## src/rtl/whirl_round_lut.sv

```systemverilog
// Whirlpool round through an external registered C0 table: one table lookup per
// cycle over 64 cycles, accumulated as theta(pi(gamma(state))) XOR key.
module whirl_round_lut #(
  parameter int DLY = 1
) (
  input  logic         i_clk,
  input  logic         i_rst,
  input  logic         i_start,
  input  logic [511:0] i_state,
  input  logic [511:0] i_key,
  output logic [7:0]   o_rom_addr,
  input  logic [63:0]  i_rom_data,
  output logic         o_busy,
  output logic         o_done,
  output logic [511:0] o_data
);

  // DLY carries no functional effect; register updates here are zero-delay.
  if (DLY < 0) begin : g_dly_invalid
  end

  typedef enum logic [1:0] {S_IDLE, S_RUN, S_FLUSH} state_e;

  state_e       state_q, state_d;
  logic [5:0]   j_q, j_d;
  logic [511:0] st_q, st_d;
  logic [511:0] acc_q, acc_d;
  logic         tag_v_q, tag_v_d;
  logic [2:0]   tag_i_q, tag_i_d;
  logic [2:0]   tag_k_q, tag_k_d;
  logic         done_q, done_d;

  logic         start_acc;
  logic [2:0]   look_i, look_k, look_row;
  logic [5:0]   byte_n;
  logic [5:0]   rot_sh;
  logic [63:0]  rot_data;

  assign start_acc = (state_q == S_IDLE) && i_start;
  assign look_i    = j_q[5:3];
  assign look_k    = j_q[2:0];
  assign look_row  = look_i - look_k;
  assign byte_n    = {look_row, look_k};

  // State register
  always_ff @(posedge i_clk) begin
    if (i_rst) begin
      state_q <= S_IDLE;
      j_q     <= '0;
    end else begin
      state_q <= state_d;
      j_q     <= j_d;
    end
  end

  // Next-state logic
  always_comb begin
    state_d = state_q;
    j_d     = j_q;
    case (state_q)
      S_IDLE: begin
        if (i_start) begin
          state_d = S_RUN;
          j_d     = '0;
        end
      end
      S_RUN: begin
        j_d = j_q + 6'd1;
        if (j_q == 6'd63) state_d = S_FLUSH;
      end
      S_FLUSH: state_d = S_IDLE;
      default: state_d = S_IDLE;
    endcase
  end

  // Output logic
  always_comb begin
    o_busy     = (state_q != S_IDLE);
    o_rom_addr = 8'h00;
    if (state_q == S_RUN) o_rom_addr = st_q[{~byte_n, 3'b111} -: 8];
  end

  assign o_done = done_q;
  assign o_data = acc_q;

  // The tag travels alongside the ROM's own register so the returning word
  // knows which row and rotation it belongs to.
  always_comb begin
    st_d     = start_acc ? i_state : st_q;
    tag_v_d  = (state_q == S_RUN);
    tag_i_d  = look_i;
    tag_k_d  = look_k;
    done_d   = (state_q == S_FLUSH);
    rot_sh   = {tag_k_q, 3'b000};
    rot_data = (i_rom_data >> rot_sh) | (i_rom_data << (7'd64 - {1'b0, rot_sh}));
    acc_d    = acc_q;
    if (start_acc) begin
      acc_d = i_key;
    end else if (tag_v_q) begin
      acc_d[{~tag_i_q, 6'h3f} -: 64] = acc_q[{~tag_i_q, 6'h3f} -: 64] ^ rot_data;
    end
  end

  always_ff @(posedge i_clk) begin
    if (i_rst) begin
      st_q    <= '0;
      acc_q   <= '0;
      tag_v_q <= 1'b0;
      tag_i_q <= '0;
      tag_k_q <= '0;
      done_q  <= 1'b0;
    end else begin
      st_q    <= st_d;
      acc_q   <= acc_d;
      tag_v_q <= tag_v_d;
      tag_i_q <= tag_i_d;
      tag_k_q <= tag_k_d;
      done_q  <= done_d;
    end
  end

endmodule
```

## config.mk

```make
export PLATFORM = sky130hd
export DESIGN_NAME = whirl_round_lut
export DESIGN_NICKNAME = d
export VERILOG_FILES = /design/src/rtl/whirl_round_lut.sv
export SDC_FILE = /design/constraint.sdc
export NUM_CORES = 2
export LEC_CHECK = 0
export BUFFER_PORTS_ARGS = -buffer_cell sky130_fd_sc_hd__buf_2
export CAP_MARGIN = 0
export CELL_PAD_IN_SITES_DETAIL_PLACEMENT = 0
export CELL_PAD_IN_SITES_GLOBAL_PLACEMENT = 1
export CORE_AREA = 4 4 625 627
export CTS_CLUSTER_SIZE = 40
export DETAILED_ROUTE_END_ITERATION = 8
export DIE_AREA = 0 0 629 631
export GPL_TIMING_DRIVEN = 0
export PLACE_DENSITY = 0.32
export RECOVER_POWER = 25
export SYNTH_ARGS = -nofsm -noshare
export SYNTH_HDL_FRONTEND = slang
export SYNTH_SLANG_ARGS = --single-unit
```

## constraint.sdc

```tcl
create_clock -name i_clk -period 11.5 [get_ports i_clk]
set_input_delay 2.3 -clock i_clk [delete_from_list [all_inputs] [get_ports i_clk]]
set_output_delay 2.3 -clock i_clk [all_outputs]
set_load 0.1 [all_outputs]
```

==> flow_summary_export.csv <==
group,metric,value,unit
synth,ys_async_sr_fraction,0,
outcome,violations,"capacitance limit, slew limit",
global_route,grt_pass1_wl,640,mm
worst_setup_path,r2r_start,"tag_k_q[1]",
placed_design,placed_cells,11900,
sta,rsz0062_at_grt,"no",
floorplan,dieArea,397000,um2
floorplan,core,385000,um2
clock_network,clock-sinks,1040,
global_route,grt_pass1_vias,55400,
floorplan,pin_count,1613,
worst_setup_path,r2r_end,"o_data[326]",
synth,yosys_warnings,0,
sta,period_minus_slack,9.57,ns
power,p_per_area,177,nW/um2
synth,avgSynthCellArea,9.36,um2
worst_setup_path,crit_buf_inv,7,
global_route,gr-total-overflow,0,
worst_setup_path,slowest_delay,0.95,ns
clock_network,ctsResizeCount,0,
sta,fmax,0.105,GHz
synth,ys_seq_area_frac,0.431,
power,ir_drop,90.2,uV
placed_design,placed_area,63600,um2
sta,hold_violations,0,
sta,fin_tns_setup,0,ns
worst_setup_path,cp_cell_sequence,"buf_2, buf_2, buf_1, inv_1, fa_1, xor2_1, and2_1, clkbuf_1, clkbuf_1, a22oi_1, a22oi_1, nand2_1, a21oi_1, buf_2",
global_route,antenna_found_initial,230,
power,power,0.0121,W
floorplan,die_h,631,um
worst_setup_path,cp_common_cell,"buf_2",
sta,drv_slew,50,
clock_network,cts_hold_buf,0,
final_layout,final_cell_mix,"buf_2, nand2_1, dfxtp_1",
synth,synth_edf_count,0,
worst_setup_path,critPathTopFamily,"buffers and inverters",
drt,drc,0,
placed_design,place_congestion,0.910,
synth,ys.flop_type,"dfxtp_1",
drt,ant_nets,0,
worst_setup_path,critPathMaxFanout,10,
placed_design,pre_cts_slack,2.70,ns
floorplan,rows,228,
synth,syn-num-nets,6256,
clock_network,post_cts_buffers,0,
final_layout,fin_nets,8058,
sta,period_share,0.832,
clock_network,clkSlewWorstSetupHoldPaths,0.06,ns
sta,setup_viol_count_final,0,
worst_setup_path,endpoint_kind,"output pin",
clock_network,numCtsBuffers,155,
worst_setup_path,crit_slowest_cell,"buf_1",
sta,layout_setup_ws,1.93,ns
worst_setup_path,cp.required,9.20,ns
global_route,grt_max_degree,13,
clock_network,clk_latency,0.87,ns
hold_path,hp-start,"st_q[324]",
synth,synth_xor_area_frac,0.0129,
worst_setup_path,path_class,"reg2out",
drt,viasPerCell,4.51,
clock_network,htreeDepth,4,
clock_network,tritoncts,"built",
sta,fin_skew,0.0721,ns
outcome,status,"finished, violations left",
sta,tightest_slew,1.78,ns
worst_setup_path,cp.arrival,7.27,ns
hold_path,min_to,"st_q[324]",
synth,syn_inst,5161,
synth,netlist_area,48300,um2
synth,ys_types,61,
worst_setup_path,reg2regPathDepth,12,
global_route,grt_usage,0.246,
floorplan,initial_core_util,0.126,
worst_setup_path,critPathLaunchType,"register",
hold_path,hold-path-cell-count,2,
hold_path,worstHoldPathType,"reg2reg",
final_layout,final_cell_area,68400,um2
clock_network,cts_root_buf,"clkbuf_16",
synth,synth_adder_area_share,0.00119,
flow_run,drv_cap,47,
synth,ys_ff_latch,1040,
synth,synthSimpleGateAreaFrac,0.103,
drt,wl_per_cell,41.7,um
final_layout,area_delta_synth_final,41.7,%
clock_network,clock_path_buffers,4,
placed_design,port_buffers,1611,
drt,drtIter0Drc,4954,
floorplan,fp.dieW,629,um
synth,synthMuxAreaShare,0.172,
placed_design,dp_hpwl,426,mm
drt,vias,55200,
final_layout,layout-drive-gt1-share,0.277,
drt,wl,511,mm
power,leakage,24.5,nW
drt,dr.pass1.iters,6,
final_layout,final_cells,12200,
worst_setup_path,r2r_slack,4.85,ns
synth,synth_top_family_by_area,"compound AO/OA/AOI/OAI gates",
synth,synth-compound-area-share,0.235,
final_layout,final_common_cell,"buf_2",
sta,slew_headroom,-0.184,
## area by class of cell
| class | instances | area (um2) |
|---|---|---|
| Buffer | 516 | 2200 |
| Tap cell | 5060 | 6330 |
| Sequential cell | 1040 | 20800 |
| Clock buffer | 231 | 4570 |
| Multi-Input combinational cell | 3595 | 25500 |
| Antenna cell | 106 | 265 |
| Fill cell | 43700 | 316000 |
| Timing Repair Buffer | 1645 | 8210 |
| Clock inverter | 41 | 515 |
| Inverter | 10 | 37.5 |
## worst max-delay path by stage
stage	startpoint	slack [ns]	cells past startpoint	endpoint
floorplan	j_q[1]	4.82	13	o_rom_addr[0]
global placement	j_q[1]	2.76	13	o_rom_addr[7]
detailed placement	j_q[1]	2.70	13	o_rom_addr[7]
CTS	j_q[1]	1.69	13	o_rom_addr[7]
global route	j_q[1]	1.67	13	o_rom_addr[0]
finish	j_q[1]	1.93	14	o_rom_addr[7]
## Yosys cell counts (all sizes together), types with 3 or more instances
library cell / count / share of area
nand2: 1081 / 0.084
dfxtp: 1040 / 0.43
a22oi: 558 / 0.087
a21oi: 550 / 0.057
o22ai: 523 / 0.068
clkbuf: 426 / 0.033
mux4: 274 / 0.13
mux2i: 170 / 0.035
nor2: 100 / 0.0078
buf: 90 / 0.012
mux2: 38 / 0.0089
xnor2: 38 / 0.0075
a221oi: 37 / 0.0074
xor2: 27 / 0.0049
o21ai: 25 / 0.0027
nand3: 23 / 0.0024
nor2b: 23 / 0.0030
nand2b: 18 / 0.0023
a211oi: 17 / 0.0026
o221ai: 16 / 0.0029
inv: 9 / 0.00070
a22o: 8 / 0.0015
a31oi: 8 / 0.0010
and2: 7 / 0.00091
nor3: 7 / 0.00073
o21a: 6 / 0.00093
a2111oi: 4 / 0.00073
ha: 3 / 0.00078
nand3b: 3 / 0.00047
o31ai: 3 / 0.00047
or2: 3 / 0.00039
## registers in the layout (all words and copies together) (netlist names)
name	flops
j_q	6
state_q	2
o_done	1
o_data	512
tag_i_q	3
tag_k_q	3
st_q	512
tag_v_q	1
## where the power goes
part / switching [W] / internal, W / total [W]
clock network: 0.00209 / 0.00293 / 0.00502
logic: 0.00238 / 0.000669 / 0.00305
registers: 0.000224 / 0.00383 / 0.00406
## worst reg2reg max path: cells and delay by family (launching register included)
family,cells,cell delay (ns)
simple gates,1,0.10
flops,1,0.45
xor+xnor,1,1.12
compound gates,4,2.16
fa+ha+maj,1,0.45
buf+inv,5,2.14
## logic make-up (layout without fill, tap and decap cells)
kind of cell               after synthesis  after routing
AOI/OAI and AO/OA                     1772           1772
xor gates and xnor gates                66             66
adders and majority gates                4              4
buffers and inverters                  526           2443
DFF                                   1040           1040
muxes                                  482            482
other                                    0            106
and+or+nand+nor                       1271           1271
## metrics by stage
stage	hold WS, ns	utilization
finish	0.452	0.178
global route	0.462	0.178
CTS	0.453	0.178
detailed placement	0.445	0.165
global placement	0.439	0.163
floorplan	0.432	-
## per-layer routing
| layer | share of wire | up-vias | wire, um | global-route usage |
|---|---|---|---|---|
| met5 | 0.00075 | - | 382 | 0 |
| met1 | 0.38 | 28600 | 196000 | 0.280 |
| li1 | - | 23200 | - | - |
| met2 | 0.51 | 2605 | 262000 | 0.451 |
| met3 | 0.053 | 803 | 27300 | 0.0427 |
| met4 | 0.050 | 56 | 25300 | 0.0989 |
No activity file was read; power rests on OpenSTA's default activity.
